**config.mk**
```make
export PLATFORM = sky130hd
export DESIGN_NAME = sha3_req_arbiter
export DESIGN_NICKNAME = d
export VERILOG_FILES = /design/src/rtl/sha3_req_arbiter.sv
export SDC_FILE = /design/constraint.sdc
export NUM_CORES = 1
export LEC_CHECK = 0
export CAP_MARGIN = 10
export CORE_UTILIZATION = 43
export DETAILED_ROUTE_END_ITERATION = 6
export PLACE_DENSITY = 0.85
export SYNTH_ARGS = -nofsm -noshare
export SYNTH_HDL_FRONTEND = slang
export SYNTH_SLANG_ARGS = --single-unit
```
**constraint.sdc**
```tcl
create_clock -name clk -period 4.41 [get_ports clk]
set_input_delay 0.882 -clock clk [delete_from_list [all_inputs] [get_ports clk]]
set_output_delay 0.882 -clock clk [all_outputs]
set_load 0.02 [all_outputs]
```
**src/rtl/sha3_req_arbiter.sv**
```systemverilog
// Round-robin arbiter that shares one SHA3/SHAKE core among NREQ requesters and routes its output words.
// Optional idle-word watchdog abort is built when SHA3_ARB_TIMEOUT_EN is defined.
module sha3_req_arbiter #(
  parameter int NREQ    = 2,
  parameter int TIMEOUT = 255
) (
  input  logic                   clk,
  input  logic                   reset_n,
  input  logic [NREQ-1:0]        req_i,
  input  logic [3*NREQ-1:0]      req_mode_i,
  output logic [NREQ-1:0]        grant_o,
  output logic [63:0]            dout_o,
  output logic [NREQ-1:0]        dvalid_o,
  output logic [NREQ-1:0]        done_o,
  output logic [NREQ-1:0]        err_o,
  output logic                   core_start_o,
  output logic [2:0]             core_mode_o,
  input  logic [63:0]            core_dout_i,
  input  logic                   core_valid_i
);

  localparam int IW = (NREQ > 2) ? $clog2(NREQ) : 1;

  if (NREQ < 2 || NREQ > 4) begin : gBadNreq
    $error("sha3_req_arbiter: NREQ must be 2..4");
  end
  if (TIMEOUT < 1 || TIMEOUT > 65535) begin : gBadTimeout
    $error("sha3_req_arbiter: TIMEOUT must be 1..65535");
  end

  typedef enum logic [1:0] {
    IDLE  = 2'd0,
    START = 2'd1,
    WAIT  = 2'd2
  } state_e;

  state_e            state_q, state_d;
  logic [IW-1:0]     ptr_q, ptr_d;
  logic [IW-1:0]     grantIdx_q, grantIdx_d;
  logic [2:0]        mode_q, mode_d;
  logic [4:0]        wordCnt_q, wordCnt_d;
  logic [63:0]       dout_q, dout_d;
  logic [NREQ-1:0]   dvalid_q, dvalid_d;
  logic [NREQ-1:0]   done_q, done_d;
  logic [NREQ-1:0]   grantOneHot;
  logic [IW-1:0]     nextPtr;
  logic [4:0]        lastWord;
  logic [2*NREQ-1:0] reqRotated;
  logic              reqFound;
  int                winIdx;

`ifdef SHA3_ARB_TIMEOUT_EN
  localparam logic [15:0] TimeoutLast = 16'(TIMEOUT - 1);
  logic [15:0]       wdog_q, wdog_d;
  logic [NREQ-1:0]   err_q, err_d;
`endif

  function automatic logic [4:0] wordsFor(input logic [2:0] mode);
    case (mode)
      3'd0:    wordsFor = 5'd21;
      3'd1:    wordsFor = 5'd17;
      3'd2:    wordsFor = 5'd8;
      3'd3:    wordsFor = 5'd6;
      3'd4:    wordsFor = 5'd4;
      3'd5:    wordsFor = 5'd4;
      default: wordsFor = 5'd8;
    endcase
  endfunction

  assign lastWord = wordsFor(mode_q) - 5'd1;
  assign nextPtr  = (int'(grantIdx_q) == NREQ - 1) ? '0 : grantIdx_q + IW'(1);

  always_comb begin
    grantOneHot = '0;
    for (int k = 0; k < NREQ; k++) begin
      grantOneHot[k] = (int'(grantIdx_q) == k);
    end
  end

  // Rotating the duplicated request vector by ptr puts the search start at bit 0.
  always_comb begin
    reqRotated = {req_i, req_i} >> ptr_q;
    reqFound   = 1'b0;
    winIdx     = 0;
    for (int i = 0; i < NREQ; i++) begin
      if (!reqFound && reqRotated[i]) begin
        reqFound = 1'b1;
        winIdx   = int'(ptr_q) + i;
        if (winIdx >= NREQ) begin
          winIdx = winIdx - NREQ;
        end
      end
    end
  end

  always_ff @(posedge clk) begin
    if (!reset_n) begin
      state_q    <= IDLE;
      ptr_q      <= '0;
      grantIdx_q <= '0;
      mode_q     <= 3'd0;
      wordCnt_q  <= 5'd0;
      dout_q     <= 64'd0;
      dvalid_q   <= '0;
      done_q     <= '0;
`ifdef SHA3_ARB_TIMEOUT_EN
      wdog_q     <= 16'd0;
      err_q      <= '0;
`endif
    end else begin
      state_q    <= state_d;
      ptr_q      <= ptr_d;
      grantIdx_q <= grantIdx_d;
      mode_q     <= mode_d;
      wordCnt_q  <= wordCnt_d;
      dout_q     <= dout_d;
      dvalid_q   <= dvalid_d;
      done_q     <= done_d;
`ifdef SHA3_ARB_TIMEOUT_EN
      wdog_q     <= wdog_d;
      err_q      <= err_d;
`endif
    end
  end

  always_comb begin
    state_d    = state_q;
    ptr_d      = ptr_q;
    grantIdx_d = grantIdx_q;
    mode_d     = mode_q;
    wordCnt_d  = wordCnt_q;
    dout_d     = dout_q;
    dvalid_d   = '0;
    done_d     = '0;
`ifdef SHA3_ARB_TIMEOUT_EN
    wdog_d     = wdog_q;
    err_d      = '0;
`endif
    case (state_q)
      IDLE: begin
        if (reqFound) begin
          grantIdx_d = IW'(winIdx);
          for (int k = 0; k < NREQ; k++) begin
            if (k == winIdx) begin
              mode_d = req_mode_i[3*k +: 3];
            end
          end
          state_d = START;
        end
      end
      START: begin
        wordCnt_d = 5'd0;
`ifdef SHA3_ARB_TIMEOUT_EN
        wdog_d    = 16'd0;
`endif
        state_d   = WAIT;
      end
      WAIT: begin
        if (core_valid_i) begin
          dout_d    = core_dout_i;
          dvalid_d  = grantOneHot;
          wordCnt_d = wordCnt_q + 5'd1;
`ifdef SHA3_ARB_TIMEOUT_EN
          wdog_d    = 16'd0;
`endif
          if (wordCnt_q == lastWord) begin
            done_d  = grantOneHot;
            ptr_d   = nextPtr;
            state_d = IDLE;
          end
`ifdef SHA3_ARB_TIMEOUT_EN
        end else if (wdog_q == TimeoutLast) begin
          // A stalled core aborts the transaction so other requesters are not starved.
          err_d   = grantOneHot;
          done_d  = grantOneHot;
          ptr_d   = nextPtr;
          state_d = IDLE;
        end else begin
          wdog_d = wdog_q + 16'd1;
`endif
        end
      end
      default: state_d = IDLE;
    endcase
  end

  always_comb begin
    grant_o      = (state_q != IDLE) ? grantOneHot : '0;
    core_mode_o  = (state_q != IDLE) ? mode_q : 3'd0;
    core_start_o = (state_q == START);
    dout_o       = dout_q;
    dvalid_o     = dvalid_q;
    done_o       = done_q;
`ifdef SHA3_ARB_TIMEOUT_EN
    err_o        = err_q;
`else
    err_o        = '0;
`endif
  end

endmodule

```
# Yosys cells after proc, flatten, opt, wreduce, memory -nomap -nowiden
# Index checks and enable logic that the tools add are counted.
[totals]
input_bits = 75
register_bits = 80
elab_cells = 64
output_inout_bits = 76
[classes]
addsub = 6
n_reduce_logical = 17
order_cmp = 2
muxes = 18
shift = 1
bitwise_logic = 1
n_eq_ne = 11
[ops]
columns = ["operator", "count"]
rows = [
  ["2-to-1 mux 32 bit", 4],
  ["equality test 2 x 32 -> 1 bit, first input constant", 1],
  ["logical NOT 32 bit", 1],
  ["one-hot mux 5 bit (4 select lines)", 1],
  ["AND reduction 3 bit", 4],
  ["one-hot mux 5 bit (2 select lines)", 1],
  ["2-to-1 mux 3 bit", 3],
  ["2-to-1 mux 2 bit", 4],
  ["equality test 3 bit, second input constant", 2],
  ["!= test 2 bit, second input constant", 3],
  ["one-hot mux 2 bit (3 select lines)", 1],
  ["AND reduction 2 bit", 3],
  ["nonzero test 2 bit", 3],
  ["adder 5 x 1 -> 5 bit, second input constant", 1],
  ["equality test 5 bit", 1],
  ["2-to-1 mux 5 bit", 1],
  ["subtractor 5 x 1 -> 5 bit, second input constant", 1],
  ["AND reduction 4 bit", 1],
  ["right shift 4 x 1 -> 2 bit", 1],
  ["equality test 3 x 1 -> 1 bit, second input constant", 1],
  ["equality test 3 x 2 -> 1 bit, second input constant", 1],
  ["logical NOT 3 bit", 1],
  ["2-to-1 mux 1 bit", 3],
  ["subtractor 1 x 2 -> 3 bit, second input constant", 1],
  ["other kinds (12)", 12],
]

# Logic depth before layout (Yosys ltp)
# Gate-level depths: netlist of the first run.
[logic_depth]
depth_word = 8
depth_mapped = 7
depth_no_buf = 7

# Worst setup path after synthesis of the first run
# OpenSTA, ideal clock, no wires.
[synth_timing]
path_type = "reg-to-output"
from = "register state_q[1]"
to = "output core_mode_o[0]"
required_ns = 3.528
path_slack_ns = 2.688
path_stages_with_launch = 3
n_path_buf = 0
t_arrival_ns = 0.840
cell_sequence = "dfxtp_1 -> nor2_1 -> nor2b_1"
[synth_via]
elab_chain_cells = 2
[synth_lines]
columns = ["element", "line", "text"]
rows = [
  ["start, declared", "37", "state_e state_q, state_d;"],
  ["start signal, assigned", "111", "state_q <= state_d;"],
  ["nonzero test 2 bit", "189", "core_mode_o = (state_q != IDLE) ? mode_q : 3'd0;"],
  ["2-to-1 mux 3 bit", "189", ""],
  ["end, declared", "17", "output logic [2:0] core_mode_o,"],
]
# Every way passes these cells.

# Worst setup path in the final report of the first run
[layout_timing]
from = "input core_valid_i"
to = "register dout_q[26] (netlist: dout_o[26])"
[layout_via]
elab_chain_cells = 1
[layout_lines]
columns = ["element", "line", "text"]
rows = [
  ["start, declared", "19", "input logic core_valid_i"],
  ["AND reduction 2 bit (no line)", "--", ""],
  ["end signal, assigned", "116", "dout_q <= dout_d;"],
  ["end, declared", "42", "logic [63:0] dout_q, dout_d;"],
]
# Every way passes these cells.
# A chain may end at the register's enable or synchronous reset.

==> results of run 1 <==
==> path summary, 6_finish.rpt <==
check / startpoint / end / slack (ns) / cells after the start
max: core_valid_i / dout_o[26] / 1.76 / 5
min reg2reg: dout_o[61] / dout_o[61] / 0.45 / 2
max reg2reg: state_q[1] / dout_o[26] / 2.38 / 4
min: dout_o[61] / dout_o[61] / 0.45 / 2
==> cells in the mapped netlist (2+ instances only) <==
cell type	number	area (sq um)
nand2_1	124	465
dfxtp_1	80	1600
a21oi_1	56	280
clkbuf_1	11	41.3
a21oi_2	10	87.6
nand2_2	10	62.6
nor2_1	10	37.5
buf_2	6	30.0
nor2b_1	5	31.3
buf_4	4	30.0
inv_1	4	15.0
mux2i_1	4	40.0
nand3_1	4	20.0
a211oi_1	3	22.5
nand2b_1	3	18.8
and2_1	2	12.5
ha_1	2	25.0
nor3_1	2	10.0
xnor2_1	2	17.5
==> metrics by stage <==
stage / total power [W] / hold slack (ns) / utilization, % / std cells / cell area (sq um)
floorplan: 0.000916 / 0.446 / - / 366 / 3070
global placement: 0.00104 / 0.440 / 66.7 / 588 / 4560
detailed placement: 0.00105 / 0.446 / 66.7 / 588 / 4560
CTS: 0.00156 / 0.457 / 69.5 / 604 / 4750
global route: 0.00161 / 0.470 / 69.5 / 604 / 4750
finish: 0.00154 / 0.454 / 69.5 / 604 / 4750
==> sequential cells by signal, summed over array words and instances, names as in the netlist <==
| register | count |
|---|---|
| mode_q | 3 |
| dout_o | 64 |
| state_q | 2 |
| ptr_q | 1 |
| dvalid_o | 2 |
| done_o | 2 |
| wordCnt_q | 5 |
| grantIdx_q | 1 |
==> worst reg2reg max path: cells and delay by family (launching register included) <==
| kind | cells | cell delay (ns) |
|---|---|---|
| flip-flops | 1 | 0.45 |
| AO/OA/AOI/OAI | 1 | 0.14 |
| buffers and inverters | 1 | 0.46 |
| AND/OR/NAND/NOR | 2 | 0.91 |
==> power breakdown <==
part | total [W] | internal (W) | leakage (nW) | switching [W]
clock network | 0.000511 | 0.000261 | 0.0856 | 0.000250
logic | 0.000264 | 0.000141 | 0.931 | 0.000123
registers | 0.000766 | 0.000748 | 0.648 | 0.0000178
total | 0.00154 | 0.00115 | 1.66 | 0.000391
==> cell usage in the layout (no fill, tap or decap), drive strengths merged <==
| cell type | synthesis | final |
|---|---|---|
| clkdlybuf4s50 | 0 | 148 |
| nand2 | 134 | 134 |
| dfxtp | 80 | 80 |
| a21oi | 66 | 66 |
| clkbuf | 11 | 11 |
| nor2 | 10 | 10 |
| nor2b | 6 | 6 |
| inv | 5 | 5 |
| mux2i | 4 | 4 |
| nand3 | 4 | 4 |
| nand2b | 3 | 3 |
| a211oi | 3 | 3 |
| clkinvlp | 0 | 3 |
| nor3 | 3 | 3 |
| xnor2 | 2 | 2 |
| and2 | 2 | 2 |
| ha | 2 | 2 |
| conb | 1 | 2 |
| buf | 13 | 2 |
| o21ai | 2 | 2 |
| or2 | 1 | 1 |
| and3b | 1 | 1 |
| nand3b | 1 | 1 |
| xnor3 | 1 | 1 |
| o221a | 1 | 1 |
| and4 | 1 | 1 |
| o22ai | 1 | 1 |
| o21a | 1 | 1 |
| o32ai | 1 | 1 |
| nand4 | 1 | 1 |
| xor2 | 1 | 1 |
| a31oi | 1 | 1 |
| o211a | 1 | 1 |
| mux2 | 1 | 1 |
| bufinv | 0 | 1 |
| clkinv | 0 | 1 |
==> layout make-up <==
type	instances	area share (%)
repair buffers	150	31.5
clock inverters	5	1.21
flip-flops and latches	80	33.7
clock buffers	11	2.77
multi-input cells	257	27.8
inverters	5	0.395
well taps	96	2.53
==> per-layer routing <==
metal / track usage [%] / part of all wire, % / routed length (microns)
met5: 0 / 0 / 0
met4: 9.85 / 2.7 / 206
met3: 6.67 / 7.6 / 583
met2: 35.1 / 48 / 3690
met1: 24.1 / 41 / 3170
==> cell families (layout without fill, tap and decap cells) <==
| family | count (synthesis) | after routing |
|---|---|---|
| mux | 5 | 5 |
| buf+inv | 29 | 171 |
| compound gates | 77 | 77 |
| xor+xnor | 4 | 4 |
| fa+ha+maj | 2 | 2 |
| flops | 80 | 80 |
| simple gates | 167 | 167 |
| other cells | 1 | 2 |
==> metrics.md, run 1 <==
| Metric | Value |
|---|---|
| Status | `finished, final reports clean` |
| Total core area | `0.00683 sq mm` |
| IO Port Bufs | `148` |
| Overall global routing resource usage | `20.8%` |
| # IOs | `151` |
| Final setup fails | `0` |
| Compound-cell area share of the yosys netlist | `14.7%` |
| Cell leakage power | `1.66 nW` |
| DP Worst Slack | `1.41 ns` |
| Setup Buffers After CTS | `0` |
| Ratio of cells with drive above 1 in the final layout | `8.66%` |
| Crit Path Max Fanout | `38` |
| # diodes | `0` |
| Die X | `86.5 microns` |
| PnR worst setup slack | `1.76 ns` |
| Crit Path Category | `primary input to flop` |
| DRC viols | `0` |
| Crit path DAT | `2.92 ns` |
| Cells after Synth | `365` |
| Final worst path period share | `60.1%` |
| Final wirelength | `7650 microns` |
| Vias | `2891` |
| Maximum VDD drop | `0.000192 V` |
| Hpwl dp | `5350 microns` |
| Number of flops mapped to enable cells by yosys | `0` |
| Largest net degree at the start of global routing | `71` |
| Adder-cell share of the synthesized area | `0.816%` |
| Detailed Route Iter0 Violations | `100` |
| Vias in the first global route | `2710` |
| Hold-fix buffers, CTS | `0` |
| Area growth syn-to-layout | `54.8%` |
| Die area | `0.00747 sq mm` |
| CP startpoint kind | `primary input` |
| Tmin final | `2.65 ns` |
| CTS tree | `done` |
| Total count of hold-check failures in the final report | `0` |
| CP peak stage delay | `0.77 ns` |
| Worst EP required | `4.68 ns` |
| CP top delay family | `buffers and inverters` |
| Clock Latency Late Sink | `0.34 ns` |
| Post-Synth XOR/XNOR Area | `1.59%` |
| DR vias/cell | `4.79` |
| Largest family of logic cells by synthesized area | `simple AND/OR/NAND/NOR gates` |
| Detail Route Antenna Nets | `0` |
| Pwr per Cell Area | `325 mW/mm^2` |
| Max stage delay cell, worst path | `and3b_2` |
| Clock root buffer master | `clkbuf_8` |
| Mean Syn Cell Area | `8.40 sq um` |
| Asr flop ratio synth | `0%` |
| Mux share of post-synthesis cell area | `1.67%` |
| Avg WL per Cell | `12.7 microns` |
| Layout Skew | `0.00572 ns` |
| Synth Warn # | `0` |
| Initial antenna violation count | `0` |
| RePlAce Congestion | `0.712` |
| CTS sink count | `80` |
| First drt pass iteration count | `4` |
| Initial core utilization | `44.9%` |
| Worst setup EP type | `flop` |
| Unrepaired setup endpoints after global routing | `false` |
| FF/Latch Area | `0.00160 sq mm` |
| Area of the mapped netlist | `0.00307 sq mm` |
| Std cell rows | `30` |
| Cts repair resizes | `0` |
| Worst slew pin tran | `0.830 ns` |
| Simple-Gate Fraction of Synth Area | `23.9%` |
| Worst Path Buf+Inv | `2` |
| Max Buffers Root-to-Sink | `2` |
| Die height | `86.5 microns` |
| Sum of negative setup slack | `0 ns` |
| Sequential area share after synthesis | `52.2%` |
| CP cell instances | `clkdlybuf4s50_1, and3b_2, buf_4, nand2_1, a21oi_1` |
| First-pass GRT wire length | `12200 microns` |
| Hold/Removal Path Class | `flop to flop` |
| Yosys cell types | `42` |
| Num CTS Buffers | `9` |
| Top_reg_cell synth | `dfxtp_1` |
| Reg clk slew, reported paths | `0.08 ns` |
| GRT overflow | `0` |
| Fill cell count | `576` |
| Flops & latches, synth | `80` |
| Highest clock rate | `0.378 GHz` |
| Net count, final | `580` |
| Multi-input gate area | `0.00132 sq mm` |
| H-tree depth | `3` |
| Slew Viols, Final | `0` |
| Max_slew headroom | `44.6%` |
| # Max-Cap Violations | `0` |
Power figures use the tool's default switching activity.
==> inputs of run 2 (changes only) <==
- CORE_UTILIZATION: 43 -> 40
- PLACE_DENSITY: 0.85 -> 0.8
- clock period: 4.41 -> 2.6 ns (I/O delays scaled with it)
==> run 2 against run 1 <==
Register-to-register slack got worse by 1.5 ns. First-iteration DRC count increased by 13%. Utilization decreased by 3.8 points. Design area increased by 1.5%. Sequential power increased by 70%. Critical path type is now flop to output pin. Critical endpoint is now core_start_o. Largest cell class unchanged.
==> metrics.md, run 2 (synthesis results as in run 1) <==
| Metric | Value |
|---|---|
| Worst setup EP type | `output pin` |
| Avg WL per Cell | `13.3 microns` |
| Crit Path Max Fanout | `6` |
| Worst EP required | `2.08 ns` |
| H-tree depth | `3` |
| DP Worst Slack | `0.465 ns` |
| Final setup fails | `0` |
| CTS tree | `done` |
| Hold/Removal Path Class | `flop to flop` |
| Most common cell after layout, fill and taps aside | `clkdlybuf4s50_1` |
| Commonest non-fill, non-tap cells in the layout | `clkdlybuf4s50_1, nand2_1, dfxtp_1, a21oi_1` |
| Net count, final | `584` |
| Pwr per Cell Area | `550 mW/mm^2` |
| Worst Path Buf+Inv | `2` |
| Die area | `0.00802 sq mm` |
| CP cell instances | `nand2b_1, inv_1, clkdlybuf4s50_1` |
| Detailed Route Iter0 Violations | `113` |
| PnR worst setup slack | `0.370 ns` |
| CP top delay family | `buffers and inverters` |
| Overall global routing resource usage | `19.7%` |
| Die height | `89.6 microns` |
| Initial antenna violation count | `0` |
| IO Port Bufs | `148` |
| DR vias/cell | `4.80` |
| Reg clk slew, reported paths | `0.07 ns` |
| Highest clock rate | `0.448 GHz` |
| Vias | `2931` |
| Hpwl dp | `5700 microns` |
| Clock root buffer master | `clkbuf_8` |
| Cts repair resizes | `0` |
| Total count of hold-check failures in the final report | `0` |
| Std cell rows | `31` |
| # diodes | `0` |
| Status | `finished, final reports clean` |
| Max stage delay cell, worst path | `clkdlybuf4s50_1` |
| # Max-Cap Violations | `0` |
| Hold-fix buffers, CTS | `0` |
| Clock Latency Late Sink | `0.34 ns` |
| Die X | `89.6 microns` |
| Num CTS Buffers | `9` |
| Vias in the first global route | `2682` |
| Sum of negative setup slack | `0 ns` |
| Slew Viols, Final | `0` |
| # IOs | `151` |
| Max reg flops | `64` |
| Area growth syn-to-layout | `57.0%` |
| CTS sink count | `80` |
| Total core area | `0.00733 sq mm` |
| Max Buffers Root-to-Sink | `2` |
| DRC viols | `0` |
| CP startpoint kind | `flop` |
| Initial core utilization | `41.8%` |
| RePlAce Congestion | `0.703` |
| Final worst path period share | `85.8%` |
| Detail Route Antenna Nets | `0` |
| First drt pass iteration count | `4` |
| Unrepaired setup endpoints after global routing | `false` |
| Ratio of cells with drive above 1 in the final layout | `9.39%` |
| GRT overflow | `0` |
| Final wirelength | `8120 microns` |
| Largest net degree at the start of global routing | `38` |
| Maximum VDD drop | `0.000302 V` |
| First-pass GRT wire length | `12000 microns` |
| Crit Path Category | `flop to output pin` |
| Crit path DAT | `1.71 ns` |
| Tmin final | `2.23 ns` |
| Setup Buffers After CTS | `0` |
| Cell leakage power | `1.71 nW` |
| Layout Skew | `0.0136 ns` |
| CP peak stage delay | `0.64 ns` |
## run 2: cell count changes in the layout (fill, tap and decap cells not counted)
cell        previous run  this run
clkinv_2               1         3
clkbuf_8               9        10
buf_4                  2         3
clkbuf_1               2         1
buf_12                 0         3
clkinvlp_4             3         0
## run 2: routing by layer
metal / up-vias / track usage [%] / share of wire (%)
met4: 0 / 8.51 / 1.2
met3: 10 / 6.19 / 7.6
met1: 1350 / 23.1 / 42
li1: 1462 / - / -
met2: 109 / 33.2 / 49
met5: - / 0 / 0
## run 2: worst paths after layout
path	endpoint	startpoint	cells after the start	slack, ns
setup reg to reg	state_q[1]	mode_q[2]	6	0.87
setup / recovery	core_start_o	state_q[1]	3	0.37
hold reg to reg	dout_o[46]	dout_o[46]	2	0.45
hold / removal	dout_o[46]	dout_o[46]	2	0.45
## run 2: worst register-to-register path, stage by stage, from the launching register on
cell and delay, ns:
dfxtp_1 0.36, or2_4 0.26, ha_1 0.31, xnor2_1 0.13, nor2_1 0.12, nand3_1 0.18
o221a_1 0.26
## run 2: layout make-up
type / count / area (sq um)
Clock buffer: 11 / 141
Clock inverter: 4 / 45.0
Fill cell: 637 / 2520
Inverter: 5 / 18.8
Multi-Input combinational cell: 257 / 1320
Sequential cell: 80 / 1600
Tap cell: 99 / 124
Timing Repair Buffer: 154 / 1560
## run 2: metrics by stage
step                instance area (sq um)  util, %  total power, W  std cells  hold slack [ns]
floorplan                            3070        -         0.00155        366            0.446
global route                         4810     65.7         0.00276        610            0.474
detailed placement                   4630     63.1         0.00179        595            0.446
CTS                                  4810     65.7         0.00267        610            0.456
finish                               4810     65.7         0.00265        610            0.453
global placement                     4630     63.1         0.00178        595            0.441
## run 2: where the power goes
part,internal (W),switching [W],leakage [nW]
registers,0.00127,0.0000308,0.648
logic,0.000249,0.000213,0.962
clock network,0.000461,0.000427,0.0989
